[config.mk]
export PLATFORM = sky130hd
export DESIGN_NAME = fetch_unit
export DESIGN_NICKNAME = d
export VERILOG_FILES = /design/src/rtl/fetch_unit.sv
export SDC_FILE = /design/constraint.sdc
export NUM_CORES = 1
export LEC_CHECK = 0
export ABC_AREA = 1
export CORE_MARGIN = 2
export CORE_UTILIZATION = 54
export CTS_BUF_LIST = sky130_fd_sc_hd__clkbuf_16
export CTS_CLUSTER_DIAMETER = 40
export CTS_CLUSTER_SIZE = 12
export DETAILED_ROUTE_END_ITERATION = 10
export GPL_TIMING_DRIVEN = 0
export PLACE_DENSITY = 0.87
export SYNTH_ARGS = -nofsm -noshare
export SYNTH_HDL_FRONTEND = slang
export SYNTH_SLANG_ARGS = --single-unit
[constraint.sdc]
create_clock -name clk -period 5.4 [get_ports clk]
set_input_delay 1.08 -clock clk [delete_from_list [all_inputs] [get_ports clk]]
set_output_delay 1.08 -clock clk [all_outputs]
set_load 0.02 [all_outputs]
[src/rtl/fetch_unit.sv]
// Instruction fetch stage: PC, synchronous imem requests, response FIFO, valid/ready to decode.
// Optional performance counters are compiled in when FETCH_PERF_EN is defined.
module fetch_unit #(
    parameter int unsigned     XLEN     = 32,
    parameter logic [XLEN-1:0] RESET_PC = '0,
    parameter int unsigned     DEPTH    = 2
) (
    input  logic            clk,
    input  logic            rst_n,
    output logic            imem_req,
    output logic [XLEN-1:0] imem_addr,
    input  logic [31:0]     imem_rdata,
    output logic            instr_valid,
    input  logic            instr_ready,
    output logic [31:0]     instr,
    output logic [XLEN-1:0] instr_pc,
    output logic [6:0]      opcode,
    input  logic            redirect_valid,
    input  logic [XLEN-1:0] redirect_pc
`ifdef FETCH_PERF_EN
    ,
    output logic [31:0]     perf_fetched,
    output logic [31:0]     perf_squashed
`endif
);

    localparam int unsigned AW = (DEPTH > 1) ? $clog2(DEPTH) : 1;
    localparam int unsigned CW = AW + 1;

    typedef enum logic [1:0] {BOOT, RUN, SQUASH} state_t;

    state_t          r_state, w_state_next;
    logic [XLEN-1:0] r_pc, r_req_pc;
    logic            r_inflight;
    logic [CW-1:0]   r_count;
    logic [AW-1:0]   r_wr_ptr, r_rd_ptr;
    logic [31:0]     r_fifo_instr [DEPTH];
    logic [XLEN-1:0] r_fifo_pc    [DEPTH];
    logic [31:0]     r_last_instr;
    logic [XLEN-1:0] r_last_pc;

    logic            w_head_valid, w_read, w_write, w_room, w_issue;
    logic [CW:0]     w_used, w_limit;

    assign w_head_valid = (r_count != '0);
    assign w_read       = w_head_valid & ~redirect_valid & instr_ready;
    assign w_write      = r_inflight & (r_state != SQUASH) & ~redirect_valid;
    // A slot freed by this cycle's read counts as credit, which sustains one fetch per cycle.
    assign w_used       = {1'b0, r_count} + (CW+1)'(r_inflight);
    assign w_limit      = (CW+1)'(DEPTH) + (CW+1)'(w_read);
    assign w_room       = (w_used < w_limit);

    // NOTE: every signal driven here gets a default first, so no path can infer a latch.
    always_comb begin
        w_state_next = r_state;
        w_issue      = 1'b0;
        case (r_state)
            BOOT:        w_state_next = RUN;
            RUN, SQUASH: begin
                w_issue      = w_room;
                w_state_next = RUN;
            end
            default:     w_state_next = BOOT;
        endcase
        if (redirect_valid) begin
            w_issue      = 1'b0;
            w_state_next = r_inflight ? SQUASH : RUN;
        end
    end

    assign imem_req    = w_issue;
    assign imem_addr   = r_pc;
    assign instr_valid = w_head_valid & ~redirect_valid;
    assign instr       = w_head_valid ? r_fifo_instr[r_rd_ptr] : r_last_instr;
    assign instr_pc    = w_head_valid ? r_fifo_pc[r_rd_ptr]    : r_last_pc;
    assign opcode      = instr[6:0];

    // NOTE: state updates use non-blocking assignments so every register samples pre-edge values.
    always_ff @(posedge clk or negedge rst_n) begin
        if (!rst_n) begin
            r_state      <= BOOT;
            r_pc         <= RESET_PC;
            r_req_pc     <= '0;
            r_inflight   <= 1'b0;
            r_count      <= '0;
            r_wr_ptr     <= '0;
            r_rd_ptr     <= '0;
            r_last_instr <= '0;
            r_last_pc    <= '0;
        end else begin
            r_state    <= w_state_next;
            r_inflight <= w_issue;
            if (w_head_valid) begin
                r_last_instr <= instr;
                r_last_pc    <= instr_pc;
            end
            if (w_issue) begin
                r_req_pc <= r_pc;
            end
            if (redirect_valid) begin
                r_pc     <= redirect_pc & ~XLEN'(3);
                r_count  <= '0;
                r_rd_ptr <= r_wr_ptr;
            end else begin
                if (w_issue) begin
                    r_pc <= r_pc + XLEN'(4);
                end
                if (w_write) begin
                    r_wr_ptr <= r_wr_ptr + AW'(1);
                end
                if (w_read) begin
                    r_rd_ptr <= r_rd_ptr + AW'(1);
                end
                r_count <= r_count + CW'(w_write) - CW'(w_read);
            end
        end
    end

    // NOTE: FIFO storage has no reset; r_count gates every read, so stale contents are never seen.
    always_ff @(posedge clk) begin
        if (w_write) begin
            r_fifo_instr[r_wr_ptr] <= imem_rdata;
            r_fifo_pc[r_wr_ptr]    <= r_req_pc;
        end
    end

`ifdef FETCH_PERF_EN
    logic [31:0] r_perf_fetched, r_perf_squashed;
    logic        w_drop;

    assign w_drop = r_inflight & (r_state == SQUASH) & ~redirect_valid;

    always_ff @(posedge clk or negedge rst_n) begin
        if (!rst_n) begin
            r_perf_fetched  <= '0;
            r_perf_squashed <= '0;
        end else begin
            if (w_read) begin
                r_perf_fetched <= r_perf_fetched + 32'd1;
            end
            if (redirect_valid) begin
                r_perf_squashed <= r_perf_squashed + 32'(r_count) + 32'(r_inflight);
            end else if (w_drop) begin
                r_perf_squashed <= r_perf_squashed + 32'd1;
            end
        end
    end

    assign perf_fetched  = r_perf_fetched;
    assign perf_squashed = r_perf_squashed;
`endif

endmodule

## Word-level counts from Yosys, hierarchy flattened

Memory sizes are Yosys's and may differ from the RTL's.
Cells that the tools add are included.

| storage, ports and cells | value |
|---|---|
| bits in registers | 135 |
| RAM bits | 128 |
| bits of input ports | 68 |
| output and inout bits | 105 |
| logic and storage cells | 48 |
| memories | 2 |

Memory list:

| name | words | bits a word | read ports | clocked after Yosys merged registers in | write ports | RTL line | text |
|---|---|---|---|---|---|---|---|
| r_fifo_instr | 2 | 32 | 1 | 0 | 1 | 37 | `logic [31:0] r_fifo_instr [DEPTH];` |
| r_fifo_pc | 2 | 32 | 1 | 0 | 1 | 38 | `logic [XLEN-1:0] r_fifo_pc [DEPTH];` |

| cells by class | value |
|---|---|
| add/sub/neg operators | 7 |
| order comparisons | 1 |
| eq/ne operators | 3 |
| mux-type cells | 14 |
| bitwise gates (word level) | 5 |
| reduce and logical (&&, ||, !) cells | 7 |

Operators with widths:

| operator | count |
|---|---|
| $mux 32 | 4 |
| $add 32x3->32 const B | 1 |
| $mux 1 | 7 |
| $mux 2 | 3 |
| $reduce_bool 2->1 | 3 |
| $and 1x1->1 | 4 |
| $add 2x1->3 | 1 |
| $add 2x1->3 const A | 1 |
| $lt 3x3->1 | 1 |
| $reduce_or 3->1 | 1 |
| $add 1x1->1 const B | 2 |
| $add 2x1->2 | 1 |
| $eq 2x1->1 const B | 1 |
| $eq 2x2->1 const B | 1 |
| $logic_not 2->1 | 1 |
| $ne 2x2->1 const B | 1 |
| $reduce_and 2->1 | 1 |
| $reduce_or 2->1 | 1 |
| $sub 2x1->2 | 1 |
| $not 1->1 | 1 |

## Depth between registers and ports, before layout

| logic depth | value |
|---|---|
| depth in word-level cells | 9 |
| mapped depth | 10 |
| mapped depth without buffers | 10 |

## Least setup slack after synthesis

Ideal clock, no wire load.

| path | value |
|---|---|
| kind | input to register |
| start | in redirect_valid |
| end | mem r_fifo_instr[0][0], enable pin |
| setup time | 0.482 ns |
| data arrival time | 4.041 ns |
| slack | 0.877 ns |
| cell stages on the path | 4 |
| cell sequence | buf_2 -> nor2_1 -> nand2_1 -> nor2_1 |

| on the way | value |
|---|---|
| longest elaborated chain between the ends | 4 |

Ends and longest elaborated chain:

| what | RTL line | text |
|---|---|---|
| start, declared | 18 | `input logic redirect_valid,` |
| $not 1->1 (no line) | - |  |
| $and 1x1->1 | 47 | `assign w_write = r_inflight & (r_state != SQUASH) & ~redirect_valid;` |
| $mux 1 | 121 | `if (w_write) begin` |
| $mux 1 (implied by the code) | 122 | `r_fifo_instr[r_wr_ptr] <= imem_rdata;` |
| end, declared | 37 |  |

Every way passes these cells.

## Worst setup path after layout

| path | value |
|---|---|
| start | in redirect_valid |
| end | out instr_valid |

| on the way | value |
|---|---|
| longest elaborated chain between the ends | 2 |

Ends and longest elaborated chain:

| what | RTL line | text |
|---|---|---|
| $not 1->1 (no line) | - |  |
| $and 1x1->1 | 73 | `assign instr_valid = w_head_valid & ~redirect_valid;` |
| end, declared | 13 | `output logic instr_valid,` |

Every way passes these cells.

==> summary.txt <==
Status
  • Status: finished clean

Power
  • Sw Pwr: 3878 µW
  • Logic pwr share: 0.469
  • Net Sw Frac: 0.4035
  • Flop pwr share: 0.326
  • VDD IR max: 303.1 µV
  • PD cells: 674.9 nW/µm²
  • Lkg Pwr: roughly 0.0062 µW
  • Int Power: ~5700 µW
  • Clock share of power: 0.204

Setup path
  • Crit start category: input port
  • Worst Setup Path Type: input port to primary output
  • Arr. time, crit path: 3060 ps
  • CP Data Required Time: 4320 ps
  • R2r startpoint: r_state[0]
  • R2R setup slack: 3100 ps
  • CP endpoint kind: primary output
  • R2r worst-path depth: 6
  • Crit Path Max Fanout: 10
  • Worst reg2reg endpoint: r_fifo_instr[0][28]

Logic synthesis
  • Synth top area cells: edfxtp_1, dfrtp_1, nand2_1
  • Adder-Cell Fraction of Synth Area: 0.007863
  • Synthesized netlist cell count: 1,161
  • Count leader, synth: nand2_1
  • Compound-cell area share of the yosys netlist: 0.1074
  • Multiplexer share of the synthesized area: 0
  • Commonest cells in the netlist: nand2_1, o21ai_0, dfrtp_1
  • Largest family of logic cells by synthesized area: simple AND/OR/NAND/NOR gates
  • XOR/XNOR Fraction of Synth Area: 0.009436
  • Top cell type by total area after synthesis: edfxtp_1
  • Share of the synthesized area in the top cell type: 0.3343
  • Post-synthesis cell type count: 29
  • Simple-Gate Fraction of Synth Area: 0.1736
  • Number of synthesized flops with an enable pin: 124
  • Asr flop ratio synth: 0.5137
  • Prevailing post-synth register cell: dfrtp_1
  • #FFs+latches synth: roughly 260
  • Avg Cell Area, Syn: between 9 and 10 µm²
  • Synth warn: 0
  • Post-synthesis sequential area ratio: 0.6286
  • Synth Cell Area: 11,140 µm²

CTS
  • Clock transition at path regs: 60 ps
  • H-tree lvl count: 1
  • Clock Sinks: 255
  • Worst-Skew Late Latency: roughly 530 ps
  • Root buf cell: clkbuf_16
  • CTS Hold Bufs: 0
  • # Post-CTS Setup Buffers: 0
  • CTS tree: done
  • Clock buffer depth: 3
  • CTS buffer count: 30
  • CTS resizes: 0

Finish
  • Register Area: 7002 µm²
  • Nets: 1,440
  • Share of post-route cells with drive strength above 1: 0.08862
  • Final instance area: 14,240 µm²
  • Layout area overhead: 27.86%
  • Multi-input logic area: 3344 µm²
  • Antenna diodes: 0
  • Fillers: 1,438

Placement
  • Post-DP Area: around 13,000 µm²
  • Post-detail-place hpwl: 18.55 mm
  • I/O Buffers: 168
  • Pre-CTS WS: between 1000 and 1500 ps
  • Routability cong.: 0.9292

Global route
  • Initial antenna violation count: 0
  • Largest net degree at the start of global routing: 101
  • Overflow after GRT: 0
  • Tot GR Track Use: 0.2447
  • Vias in the first global route: 8,598
  • First-pass GRT wire length: 42.41 mm

Detailed routing
  • Routed WL: 26.44 mm
  • Vias: approximately 8,700
  • Avg Vias per Cell: ~5.2
  • DR iter-0 viols: 493
  • Routed wire per std cell: 15.95 µm
  • DRT Pass-1 Iters: 7
  • Post-route DRC: 0
  • Final antenna-violating net count: 0

Die
  • Height of the die: 147.6 µm
  • Area of the die: 21,790 µm²
  • Starting Density: 0.5505
  • FP Rows: 52
  • Core area: 20,230 µm²
  • Die W: between 100 and 150 µm
  • Ports: around 170

Timing
  • Worst Max-Slew Pin Slew: 965.1 ps
  • RSZ-0062 raised after global routing: false
  • Final Hold Vio Count: 0
  • Max-slew violations: 0
  • Fin Setup TNS: 0 ps
  • Setup WS post-layout: 1260 ps
  • Clock skew: 12.24 ps
  • Relative slew slack: 0.3551
  • Achievable frequency: approximately 240 MHz
  • Final-report setup violation count: 0
  • Tcrit/Tclk final: 0.7666
  • Min Tclk post-route: around 4100 ps

Job
  • Max-cap viol count: 0

Hold path
  • Tightest Hold Check Type: input port to async pin
[kinds of logic (layout without fill, tap and decap cells)]
| logic type | Yosys count | after routing |
|---|---|---|
| and+or+nand+nor | 476 | 476 |
| DFF | 255 | 255 |
| AOI/OAI and AO/OA | 227 | 227 |
| buffers and inverters | 183 | 409 |
| other | 1 | 2 |
| xor gates and xnor gates | 12 | 12 |
| adders and majority gates | 7 | 7 |
[layout by cell type, fill, tap and decap left out, types with 2 or more instances in the layout]
| cell | instances |
|---|---|
| ha_1 | 7 |
| a21oi_1 | 3 |
| buf_12 | 2 |
| nand3_2 | 2 |
| xnor2_1 | 3 |
| buf_1 | 3 |
| edfxtp_1 | 124 |
| nand2_1 | 354 |
| clkinv_4 | 2 |
| o21ai_2 | 16 |
| inv_2 | 3 |
| clkinv_2 | 6 |
| buf_6 | 8 |
| bufinv_16 | 3 |
| xor2_1 | 9 |
| o21ai_0 | 201 |
| conb_1 | 2 |
| buf_4 | 13 |
| clkdlybuf4s50_1 | 167 |
| nand3_1 | 53 |
| dfrtp_1 | 131 |
| clkbuf_1 | 20 |
| nor2_1 | 49 |
| nand2_2 | 5 |
| nor2_2 | 3 |
| inv_1 | 128 |
| nor2_4 | 5 |
| o21ai_1 | 7 |
| clkbuf_16 | 32 |
| buf_2 | 18 |
[cell type report]
class | instances | area share
multi-input cells | 724 | 0.2348
repair buffers | 171 | 0.1229
clock buffers | 32 | 0.05623
well taps | 270 | 0.02372
plain buffers | 61 | 0.02478
clock inverters | 23 | 0.01371
flip-flops and latches | 255 | 0.4917
inverters | 122 | 0.03216
[worst max path at each step]
stage                   start                 end
2_1_floorplan  redirect_valid  r_fifo_instr[0][0]
6_report       redirect_valid         instr_valid
4_1_cts        redirect_valid         instr_valid
3_3_place_gp            rst_n       imem_addr[12]
5_1_grt        redirect_valid         instr_valid
3_5_place_dp   redirect_valid         instr_valid
[registers in the layout, indices dropped and copies added (netlist names)]
signal and flops:
r_fifo_instr 64, r_inflight 1, r_last_pc 32, r_last_instr 32
r_rd_ptr 1, r_fifo_pc 60, imem_addr 30, r_state 2
r_wr_ptr 1, r_count 2, r_req_pc 30
[power groups by stage]
stage          logic, µW  registers (µW)  clock network (µW)
2_1_floorplan       2520            3170                   0
6_report            4510            3140                1960
3_5_place_dp        4470            3150                   0
4_1_cts             4530            3130                1990
5_1_grt             4920            3200                2070
3_3_place_gp        4320            3140                   0
[worst max-delay path, cell delays in order]
cell and delay [ps]:
clkdlybuf4s50_1 520, buf_2 260, buf_1 490, nor2_1 140, clkdlybuf4s50_1 570
[routing by layer]
metal  vias up  wire [µm]  track usage
met2       350      13130       0.4300
met4         0       1028       0.1038
met3        66       1991      0.02716
li1       4192          -            -
met5         -          0            0
met1      4070      10290       0.3099
[per-stage QoR]
step	cells	utilization	power, µW	hold WS (ps)
floorplan	1162	-	5691	442.4
global placement	1600	0.6504	7458	450.6
detailed placement	1603	0.6546	7617	457.4
CTS	1658	0.7038	9645	420.0
global route	1658	0.7038	10200	427.9
finish	1658	0.7038	9611	423.8
No activity file was read; power rests on OpenSTA's default activity.
